`src/rtl/imem_loader_pkg.sv`:
```
// Shared definitions for the instruction-memory boot loader: FSM state
// encodings and the byte-lane geometry of one instruction word.
package imem_loader_pkg;

  typedef enum logic [2:0] {
    ST_HDR   = 3'd0,
    ST_DATA  = 3'd1,
    ST_WRITE = 3'd2,
    ST_CHK   = 3'd3,
    ST_DONE  = 3'd4,
    ST_ERR   = 3'd5
  } state_e;

  localparam int LANES  = 4;
  localparam int LANE_W = $clog2(LANES);

endpackage

```
`src/rtl/imem_loader_word_packer.sv`:
```
// Little-endian word assembler: byte k of a word lands in bits [8k+7:8k].
// word_out already includes the byte being pushed this cycle, so the top
// level can register the complete word on the same edge as the 4th byte.
module word_packer
  import imem_loader_pkg::*;
(
  input  logic        clk,
  input  logic        reset,
  input  logic        clr,
  input  logic        push,
  input  logic [7:0]  byte_in,
  output logic [31:0] word_out,
  output logic        full
);

  logic [LANE_W-1:0] lane_q, lane_d;
  logic [31:0]       word_q, word_d;

  // Next lane / word: clear on a new image, otherwise merge the pushed byte.
  always_comb begin
    lane_d = lane_q;
    word_d = word_q;
    if (clr) begin
      lane_d = '0;
      word_d = '0;
    end else if (push) begin
      word_d[{lane_q, 3'b000} +: 8] = byte_in;
      lane_d = lane_q + LANE_W'(1);
    end
  end

  // Lane counter and assembly register; a partial word is dropped on reset.
  always_ff @(posedge clk) begin
    if (!reset) begin
      lane_q <= '0;
      word_q <= '0;
    end else begin
      lane_q <= lane_d;
      word_q <= word_d;
    end
  end

  assign word_out = word_d;
  assign full     = push && (lane_q == LANE_W'(LANES - 1));

endmodule

```
`src/rtl/imem_loader.sv`:
```
// Boot-time loader for the instruction memory. Consumes header (word count),
// payload and an 8-bit additive checksum over the payload, writes words from
// address 0 upward and releases cpu_hold only after a matching checksum.
module imem_loader
  import imem_loader_pkg::*;
#(
  parameter int ADDR_W = 5
) (
  input  logic              clk,
  input  logic              reset,
  input  logic              byte_valid,
  input  logic [7:0]        byte_data,
  output logic              byte_ready,
  input  logic              start,
  output logic              we,
  output logic [ADDR_W-1:0] waddr,
  output logic [31:0]       wdata,
  output logic              cpu_hold,
  output logic              done,
  output logic              error
);

  localparam int              DEPTH   = 1 << ADDR_W;
  localparam logic [8:0]      DEPTH_B = 9'(DEPTH);
  localparam logic [ADDR_W:0] N_ONE   = 1;

  state_e              state_q;
  logic [ADDR_W:0]     n_q;
  logic [ADDR_W-1:0]   word_addr_q;
  logic [7:0]          csum_q;
  logic                we_q;
  logic [ADDR_W-1:0]   waddr_q;
  logic [31:0]         wdata_q;
  logic                hold_q;
  logic                done_q;
  logic                error_q;

  logic                accept;
  logic                hdr_ok;
  logic                last_word;
  logic                pack_clr;
  logic                pack_push;
  logic                pack_full;
  logic [31:0]         pack_word;

  // Ready is a pure decode of the state, held low while reset is asserted.
  always_comb begin
    byte_ready = 1'b0;
    if (reset) begin
      case (state_q)
        ST_HDR, ST_DATA, ST_CHK: byte_ready = 1'b1;
        default:                 byte_ready = 1'b0;
      endcase
    end
  end

  assign accept    = byte_valid && byte_ready;
  assign hdr_ok    = (byte_data != 8'd0) && ({1'b0, byte_data} <= DEPTH_B);
  assign last_word = ({1'b0, word_addr_q} == (n_q - N_ONE));
  assign pack_clr  = accept && (state_q == ST_HDR);
  assign pack_push = accept && (state_q == ST_DATA);

  word_packer u_packer (
    .clk      (clk),
    .reset    (reset),
    .clr      (pack_clr),
    .push     (pack_push),
    .byte_in  (byte_data),
    .word_out (pack_word),
    .full     (pack_full)
  );

  // Load sequencer with registered memory-port and status outputs.
  always_ff @(posedge clk) begin
    if (!reset) begin
      state_q     <= ST_HDR;
      n_q         <= '0;
      word_addr_q <= '0;
      csum_q      <= '0;
      we_q        <= 1'b0;
      waddr_q     <= '0;
      wdata_q     <= '0;
      hold_q      <= 1'b1;
      done_q      <= 1'b0;
      error_q     <= 1'b0;
    end else begin
      we_q <= 1'b0;
      case (state_q)
        ST_HDR: begin
          if (accept) begin
            if (hdr_ok) begin
              n_q         <= byte_data[ADDR_W:0];
              word_addr_q <= '0;
              csum_q      <= '0;
              state_q     <= ST_DATA;
            end else begin
              error_q <= 1'b1;
              hold_q  <= 1'b1;
              state_q <= ST_ERR;
            end
          end
        end
        ST_DATA: begin
          if (accept) begin
            csum_q <= csum_q + byte_data;
            if (pack_full) begin
              we_q    <= 1'b1;
              waddr_q <= word_addr_q;
              wdata_q <= pack_word;
              state_q <= ST_WRITE;
            end
          end
        end
        ST_WRITE: begin
          // word_addr stops at N-1, so an N==DEPTH image never wraps.
          if (last_word) begin
            state_q <= ST_CHK;
          end else begin
            word_addr_q <= word_addr_q + ADDR_W'(1);
            state_q     <= ST_DATA;
          end
        end
        ST_CHK: begin
          if (accept) begin
            if (byte_data == csum_q) begin
              done_q  <= 1'b1;
              hold_q  <= 1'b0;
              state_q <= ST_DONE;
            end else begin
              error_q <= 1'b1;
              hold_q  <= 1'b1;
              state_q <= ST_ERR;
            end
          end
        end
        ST_DONE, ST_ERR: begin
          if (start) begin
            done_q  <= 1'b0;
            error_q <= 1'b0;
            hold_q  <= 1'b1;
            state_q <= ST_HDR;
          end
        end
        default: begin
          done_q  <= 1'b0;
          error_q <= 1'b0;
          hold_q  <= 1'b1;
          state_q <= ST_HDR;
        end
      endcase
    end
  end

  assign we       = we_q;
  assign waddr    = waddr_q;
  assign wdata    = wdata_q;
  assign cpu_hold = hold_q;
  assign done     = done_q;
  assign error    = error_q;

endmodule
```
`config.mk`:
```
export PLATFORM = sky130hd
export DESIGN_NAME = imem_loader
export DESIGN_NICKNAME = d
export VERILOG_FILES = /design/src/rtl/imem_loader_pkg.sv /design/src/rtl/imem_loader_word_packer.sv /design/src/rtl/imem_loader.sv
export SDC_FILE = /design/constraint.sdc
export NUM_CORES = 1
export LEC_CHECK = 0
export BUFFER_PORTS_ARGS = -buffer_cell sky130_fd_sc_hd__clkbuf_2
export CORE_ASPECT_RATIO = 2
export CORE_MARGIN = 1.5
export CORE_UTILIZATION = 35
export DETAILED_ROUTE_END_ITERATION = 8
export SYNTH_ARGS = -nofsm -noshare
export SYNTH_HDL_FRONTEND = slang
export SYNTH_HIERARCHICAL = 1
export SYNTH_SLANG_ARGS = --single-unit
```
`constraint.sdc`:
```
create_clock -name clk -period 5.17 [get_ports clk]
set_clock_uncertainty 0.1 [all_clocks]
set_input_delay 0.2585 -clock clk [delete_from_list [all_inputs] [get_ports clk]]
set_output_delay 0.2585 -clock clk [all_outputs]
set_load 0.1 [all_outputs]
```
Word level (Yosys, flattened, before mapping)

Cells that the tools add are included.

Word-level logic and storage cells: 100
Input port bits: 12
Output and inout port bits: 42
Bits in registers: 97

Bitwise logic cells: 3
Add/sub/neg operators: 5
Order comparisons: 1
Shift-type cells: 2
Equality and inequality tests: 18
Muxes and demuxes: 36
Reductions and logical operators: 23

Operators with widths:

| cell                   | number |
|---|---|
| $mux 32                | 2 |
| $bwmux 32              | 1 |
| $shift 8x7->32 const A | 1 |
| $shiftx 8x7->32        | 1 |
| $mux 8                 | 3 |
| $ne 2x2->1 const B     | 10 |
| $mux 3                 | 6 |
| $pmux 8 s2             | 1 |
| $mux 5                 | 3 |
| $pmux 3 s5             | 1 |
| $mux 1                 | 14 |
| $reduce_and 4->1       | 3 |
| $pmux 5 s2             | 1 |
| $reduce_and 5->1       | 2 |
| $reduce_and 3->1       | 3 |
| $add 8x8->8            | 1 |
| $eq 8x8->1             | 1 |
| $le 8x6->1 const B     | 1 |
| $pmux 1 s4             | 2 |
| $reduce_bool 8->1      | 1 |
| $neg 5->7              | 1 |
| $eq 3x2->1 const B     | 2 |
| $eq 3x3->1 const B     | 2 |
| $eq 5x6->1             | 1 |
| 14 further kinds       | 24 |

Longest topological paths before layout

Gate-level depths: netlist of run 1.

Depth in word-level cells: 10
Mapped depth: 14

Cells and area by module

Netlist of run 1, hierarchy kept.

Modules (own cells, without submodules):

| module      | cells an instance | area each (µm²) | instances | sequential area each (µm²) |
|---|---|---|---|---|
| imem_loader | 360               | 2870.3          | 1         | 1261.2 |
| word_packer | 178               | 1521.5          | 1         | 680.7 |

Least setup slack after synthesis of run 1

OpenSTA, ideal clock, no wires.

Kind: input port to output port
From: input reset
To: output byte_ready
Slack: 2079 ps
Buffers on the path: 2
Required time: 4812 ps
Cell stages on the path: 4
Data arrival time: 2732 ps
Path through: buf_2 > inv_1 > clkbuf_1 > nor3_1

Cells in the longest elaborated chain, start to end: 1

Ends and longest elaborated chain:

| element     | RTL line          | RTL |
|---|---|---|
| from (decl) | imem_loader.sv:10 | `input logic reset,` |
| $mux 1      | imem_loader.sv:49 | `if (reset) begin` |
| to (decl)   | imem_loader.sv:13 | `output logic byte_ready,` |

Every way passes these cells.

Final worst setup path of run 1

From: register state_q[1]
To: register waddr_q[0], in the netlist waddr[0]

Cells in the longest elaborated chain, start to end: 8
Elaborated cells between the ends (all ways): 10
Classes of those cells: eq/ne (2); mux (2); reduce/logical (6)

Ends and longest elaborated chain:

| element                                  | RTL line                             | RTL |
|---|---|---|
| from (decl)                              | imem_loader.sv:27                    | `state_e state_q;` |
| from (signal assigned)                   | imem_loader.sv:76                    | `state_q <= ST_HDR;` |
| from (signal assigned)                   | imem_loader.sv:95                    | `state_q <= ST_DATA;` |
| from (signal assigned)                   | imem_loader.sv:99                    | `state_q <= ST_ERR;` |
| $eq 3x1->1, or another cell as far along | imem_loader.sv:50, imem_loader.sv:61 |  |
| $reduce_or 3->1                          | imem_loader.sv:50                    | `case (state_q)` |
| $mux 1                                   | imem_loader.sv:50                    |  |
| $mux 1                                   | imem_loader.sv:49                    |  |
| $logic_and 1x1->1                        | imem_loader.sv:57                    | `assign accept = byte_valid && byte_ready;` |
| $logic_and 1x1->1 *                      | imem_loader.sv:61                    | `assign pack_push = accept && (state_q == ST_DATA);` |
| $logic_and 1x1->1 *                      | imem_loader_word_packer.sv:44        | `assign full = push && (lane_q == LANE_W'(LANES - 1));` |
| named net pack_full                      | imem_loader.sv:43                    | `logic pack_full;` |
| $reduce_and 3->1 (no source line) *      | -                                    |  |
| to (signal assigned)                     | imem_loader.sv:108                   | `waddr_q <= word_addr_q;` |
| to (decl)                                | imem_loader.sv:32                    | `logic [ADDR_W-1:0] waddr_q;` |

The timed path passes the listed nets; every way through them passes the cells marked *.
A chain may end at the register's enable or synchronous reset.

==> results of run 1 <==
[area by class of cell]
type | count | area share (%)
Clock buffer | 10 | 4.573
Clock inverter | 6 | 1.024
Inverter | 12 | 0.8996
Multi-Input combinational cell | 396 | 44.85
Sequential cell | 97 | 38.78
Tap cell | 147 | 3.673
Timing Repair Buffer | 59 | 6.197
[flip-flops by register name, indices dropped and copies added, names as in the netlist]
register and count:
csum_q 8, cpu_hold 1, state_q 3, u_packer/word_q 32, wdata 32, we 1
error 1, word_addr_q 5, n_q 6, waddr 5, done 1, u_packer/lane_q 2
[synthesized netlist by cell type, types with 2 or more instances]
master / n / area, µm²
dfxtp_1: 97 / 1942
nand2_1: 96 / 360.4
nor2_1: 81 / 304.0
a21oi_1: 63 / 315.3
a32oi_1: 31 / 271.5
clkbuf_1: 19 / 71.32
ha_1: 14 / 175.2
and2_1: 11 / 68.82
inv_1: 11 / 41.29
nand3_1: 11 / 55.05
buf_2: 9 / 45.04
o21ai_0: 6 / 30.03
xnor2_1: 6 / 52.55
a21o_1: 5 / 37.54
nor3_1: 5 / 25.02
xor2_1: 5 / 43.79
a21boi_0: 4 / 30.03
buf_6: 4 / 45.04
nand4_1: 4 / 25.02
or3_1: 4 / 25.02
a22oi_1: 3 / 22.52
and3_1: 3 / 18.77
mux2i_1: 3 / 30.03
nor4_1: 3 / 18.77
a211oi_1: 2 / 15.01
a31oi_1: 2 / 12.51
and3b_1: 2 / 17.52
and4b_1: 2 / 20.02
and4bb_2: 2 / 25.02
nand2b_1: 2 / 12.51
nor2b_1: 2 / 12.51
o211ai_1: 2 / 15.01
o21bai_1: 2 / 15.01
o31ai_1: 2 / 15.01
or4_1: 2 / 15.01
[logic make-up after synthesis]
family | after synthesis | share of synthesized area, %
AO/OA/AOI/OAI | 131 | 19.60
multiplexers | 3 | 0.6838
flip-flops | 97 | 44.22
AND/OR/NAND/NOR | 236 | 24.07
adder cells (fa/ha/maj) | 15 | 4.445
XOR/XNOR | 11 | 2.194
buffers and inverters | 45 | 4.786
[layer usage]
metal / track usage (%) / share of wire [%]
met3: 2.881 / 3.7
met5: 0 / 0
met4: 8.475 / 1.6
met1: 20.01 / 39
met2: 32.26 / 56
[per-stage QoR]
stage	utilization [%]	worst slack [ns]	cells	cell area, µm²	hold slack [ns]
detailed placement	38.76	2.041	711	4727	0.3493
finish	41.06	2.170	727	5007	0.1095
global route	41.06	1.814	727	5007	0.1208
floorplan	-	2.079	538	4392	0.2945
global placement	38.76	2.169	711	4727	0.3457
CTS	41.06	2.147	727	5007	0.09854
[power by group]
group | internal, µW | total, µW | switching [µW]
clock network | 332 | 633 | 301
registers | 752 | 759 | 6.70
logic | 26.7 | 104 | 77.2
total | 1110 | 1500 | 385
[critical path: stages (launching register included)]
cell     delay (ns)
dfxtp_1        0.40
nor2_1         0.27
and3_1         0.20
buf_4          0.23
nand2_1        0.21
inv_1          0.15
nand2_1        0.06
buf_4          0.26
inv_1          0.46
buf_4          0.35
nand2_1        0.09
a21oi_1        0.13
[worst max-delay path by stage]
stage	depth (start not counted)	start	end	slack (ns)
final	11	state_q[1]	waddr[0]	2.17
after global placement	12	reset	waddr[0]	2.17
after floorplan	4	reset	byte_ready	2.08
after CTS	11	state_q[1]	waddr[0]	2.15
after global routing	11	state_q[1]	wdata[2]	1.81
after detailed placement	12	reset	waddr[0]	2.04
[placed cells by master (no fill, tap or decap), types with 6 or more instances in the layout]
| master | count |
|---|---|
| a21oi_1 | 63 |
| a32oi_1 | 31 |
| and2_1 | 11 |
| buf_4 | 6 |
| clkbuf_16 | 9 |
| clkbuf_2 | 53 |
| dfxtp_1 | 97 |
| ha_1 | 14 |
| inv_1 | 11 |
| nand2_1 | 96 |
| nand3_1 | 11 |
| nor2_1 | 81 |
| o21ai_0 | 6 |
| xnor2_1 | 6 |
==> results.yml, run 1 <==
worst_hold_path:
  hold-path-endpoint: "state_q[0]"
  holdPathStages: 3
  hold_path_class: "input pin to register"
  min-delay-start: "start"
critical_path:
  reg2reg_from: "state_q[1]"
  arrival_ns: 3.17
  end_kind: "register"
  reg2reg_depth: 11
  worst-r2r-setup-slack_ns: 2.17
  cp-start-kind: "register"
  setup.worst_path.class: "register to register"
  cp_max_fo: 38
  crit_required_ns: 5.34
  r2r_end: "waddr[0]"
global_routing:
  grt-ovfl-total: 0
  grt_antenna_before_repair: 0
  grt_first_pass_wirelength_um: 18340
  grtUsageTotal_pct: 18.10
  grt_max_degree: 56
  grt_pass1_vias: 3775
yosys:
  synth-edff-count: 0
  yosysWarnings: 6
  synthFlopType: "dfxtp_1"
  syn_nets: 565
  ys_seq_elements: 97
  synthArstFlopShare_pct: 0
  syn_inst: 538
  synth_cell_types: 53
  syn_avg_cell_area_um2: 8.163
  synth_area_mm2: 0.004392
  synth_seq_area_share_pct: 44.22
power:
  ir_drop_mv: 0.1901
  powerDensity_mw_per_mm2: 298.8
  p_leak_uw: 0.001967
  total_power_uw: 1496
route:
  viasPerCell: 5.366
  dr.pass1.iters: 5
  ant_nets: 0
  detail_route.wl_per_cell_um: 15.80
  drt_wl_total_um: 11490
  via_count: 3901
  drc: 0
  first_iter_violations: 152
sta:
  fin_setup_tns_ns: 0
  period_share_pct: 58.03
  period_needed_ns: 3.000
  max_slew_margin_pct: 52.22
  timing.fmax_mhz: 333.3
  report.final.slew_viol_count: 0
  worst_slew_pin_slew_ns: 0.7136
  setup_viol: 0
  finalHoldViolCount: 0
  rsz0062_at_grt: "no"
clock_network:
  hold_buffers: 0
  clk_pin_slew_ns: 0.07
  postCtsSetupBuffers: 0
  cts_buffers: 9
  cts_tree: "yes"
  clk_path_buf_depth: 2
  cts_resized: 0
  clkLatencyLatePin_ns: 0.34
  htreeDepth: 3
  cts_root_buffer: "clkbuf_16"
  cts_num_sinks: 97
placed_design:
  globalplace.congestion: 0.8768
  hpwl_um: 8130
  portBuffers: 53
final_layout:
  fin_nets: 602
  fillers: 1264
  area_growth_pct: 14.02
  drive_gt1_share_pct: 13.97
  multi_input_comb_area_mm2: 0.002246
  antennaDiodeCount: 0
  regArea_mm2: 0.001942
die:
  die_w_um: 82.21
  die-area_mm2: 0.01327
  die_h_um: 161.4
  core_area_mm2: 0.01220
  ios: 54
  initial_core_util_pct: 36.01
  std_cell_rows: 57
outcome:
  status: "completed"
job:
  drv_cap: 0
Note: power is estimated with default switching activity, not from simulation.
==> run 2: changes to the inputs <==
- ABC_AREA: default -> 1
- clock period: 5.17 -> 2.7 ns (I/O delays scaled with it)
==> run 2 against run 1 <==
Compared with the run above: combinational power increased to 7.8 times the previous value; sequential share of layout area decreased by 2.6 points; critical endpoint is now wdata[4]; synthesized area increased by 7.4%; highest routed layer unchanged; global-route usage increased by 0.19 points; wire length increased by 12%; the run now ends with design-rule violations left; critical path type unchanged.
==> results.yml, run 2 <==
outcome:
  status: "complete, but fails checks"
  violations: "design-rule violations"
yosys:
  yosys-top-cells-count: "nand2_1 (143), nor2_1 (113), a21oi_1 (98), dfxtp_1 (97), inv_1 (55)"
  yosys-top-cells-area: "dfxtp_1 (41%), nand2_1 (11%), a21oi_1 (10%)"
  syn_nets: 703
  yosysWarnings: 6
  syn_avg_cell_area_um2: 6.974
  netlist.area_leader.share_pct: 41.19
  synth.most_common_cell: "nand2_1"
  synth_seq_area_share_pct: 41.19
  synth_cell_types: 33
  ys_seq_elements: 97
  synthFlopType: "dfxtp_1"
  synth_area_mm2: 0.004715
  synth.largest_area_cell: "dfxtp_1"
  synth-edff-count: 0
  synthArstFlopShare_pct: 0
  syn_inst: 676
final_layout:
  antennaDiodeCount: 0
  fillers: 1387
  layout_common_cells: "nand2_1 (143), nor2_1 (113), a21oi_1 (98)"
  fin_cells: 880
  area_growth_pct: 13.83
  final_common_cell: "nand2_1"
  drive_gt1_share_pct: 13.46
  fin_nets: 750
sta:
  rsz0062_at_grt: "no"
  fin_hold_ws_ns: 0.07077
  period_needed_ns: 2.338
  finalHoldViolCount: 0
  postLayoutSetupSlackWorst_ns: 0.3619
  worst_slew_pin_slew_ns: 0.6419
  report.final.slew_viol_count: 0
  max_slew_margin_pct: 57.08
  setup_viol: 0
  timing.fmax_mhz: 427.7
  fin_setup_tns_ns: 0
  period_share_pct: 86.60
clock_network:
  clk_pin_slew_ns: 0.07
  cts_num_sinks: 97
  postCtsSetupBuffers: 0
  clkLatencyLatePin_ns: 0.34
  clk_path_buf_depth: 2
  cts_resized: 0
  htreeDepth: 3
  cts_buffers: 9
  hold_buffers: 0
  cts_tree: "yes"
  cts_root_buffer: "clkbuf_16"
job:
  drv_cap: 0
critical_path:
  path_cells: "nor2_1 -> inv_2 -> nand2_2 -> nand3_2 -> inv_2 -> nand2_4 -> inv_1 -> nand2_2 -> inv_1 -> inv_1 -> nor2_8 -> inv_2 -> nor2_1 -> nor2_1"
  cp-start-kind: "register"
  crit_required_ns: 2.83
  setup.worst_path.class: "register to register"
  cpPeakStageDelay_ns: 0.33
  arrival_ns: 2.47
  end_kind: "register"
  slowest_stage: "dfxtp_1"
  cp_max_fo: 32
global_routing:
  grt_first_pass_wirelength_um: 20380
  grt_antenna_before_repair: 0
  grt_pass1_vias: 4327
  grtUsageTotal_pct: 18.28
  grt-ovfl-total: 0
  grt_max_degree: 44
die:
  core_area_mm2: 0.01307
  die-area_mm2: 0.01422
  die_w_um: 85.07
  ios: 54
  die_h_um: 167.1
  std_cell_rows: 59
  initial_core_util_pct: 36.08
power:
  ir_drop_mv: 0.3952
  p_leak_uw: 0.002482
  powerDensity_mw_per_mm2: 675.3
route:
  viasPerCell: 5.110
  ant_nets: 0
  drc: 1
  dr.pass1.iters: 7
  detail_route.wl_per_cell_um: 14.59
  drt_wl_total_um: 12840
  via_count: 4497
  first_iter_violations: 198
placed_design:
  place_inst: 864
  hpwl_um: 9627
  portBuffers: 53
  globalplace.congestion: 0.8996
  pre_cts_ws_ns: 0.3492
worst_hold_path:
  hold_path_class: "input pin to register"
[run 2: cell type report]
| cell class | instances | area (µm²) | share of cell area, % |
|---|---|---|---|
| tap | 152 | 190.2 | 3.544 |
| inverter | 60 | 225.2 | 4.197 |
| multi-input combinational | 494 | 2377 | 44.30 |
| clock inverter | 6 | 65.06 | 1.212 |
| timing repair buffer | 61 | 337.8 | 6.295 |
| clock buffer | 10 | 229.0 | 4.267 |
| sequential | 97 | 1942 | 36.19 |
[run 2: layer usage]
| metal | GRT usage (%) | part of all wire, % |
|---|---|---|
| met3 | 2.711 | 3.1 |
| met1 | 17.75 | 37 |
| met4 | 9.266 | 3.9 |
| met5 | 0 | 0 |
| met2 | 35.89 | 56 |
[run 2: cells by family (layout without fill, tap and decap cells)]
logic type	count (synthesis)	after routing	synth area share, %
and+or+nand+nor	318	318	28.56
buffers and inverters	85	137	8.387
adders and majority gates	15	15	4.140
xor gates and xnor gates	5	5	0.9288
AOI/OAI and AO/OA	156	156	16.80
DFF	97	97	41.19
[run 2: stage by stage]
stage                     utilization, %  power [µW]  area [µm²]
after floorplan                        -        2195        4715
after global placement             38.82        2360        5072
after detailed placement           38.82        2370        5072
after CTS                          41.07        3652        5366
after global routing               41.07        3791        5366
final                              41.07        3624        5366
[run 2: critical path, delay by kind of cell, from the launching register on]
family                 cells  cell delay [ns]
buffers and inverters      6             0.74
AND/OR/NAND/NOR            8             1.03
flip-flops                 1             0.33
[run 2: path summary, 6_finish.rpt]
| path | start | endpoint | slack, ns | cells past startpoint |
|---|---|---|---|---|
| setup / recovery | state_q[2] | wdata[4] | 0.36 | 14 |
| hold / removal | start | state_q[2] | 0.07 | 3 |
| setup reg to reg | state_q[2] | wdata[4] | 0.36 | 14 |
| hold reg to reg | done | done | 0.35 | 2 |
[run 2: report_power, final]
group / internal, µW / switching [µW] / total (µW)
Sequential: 1490 / 42.1 / 1530
Combinational: 201 / 607 / 808
Clock: 722 / 560 / 1280
Total: 2410 / 1210 / 3620
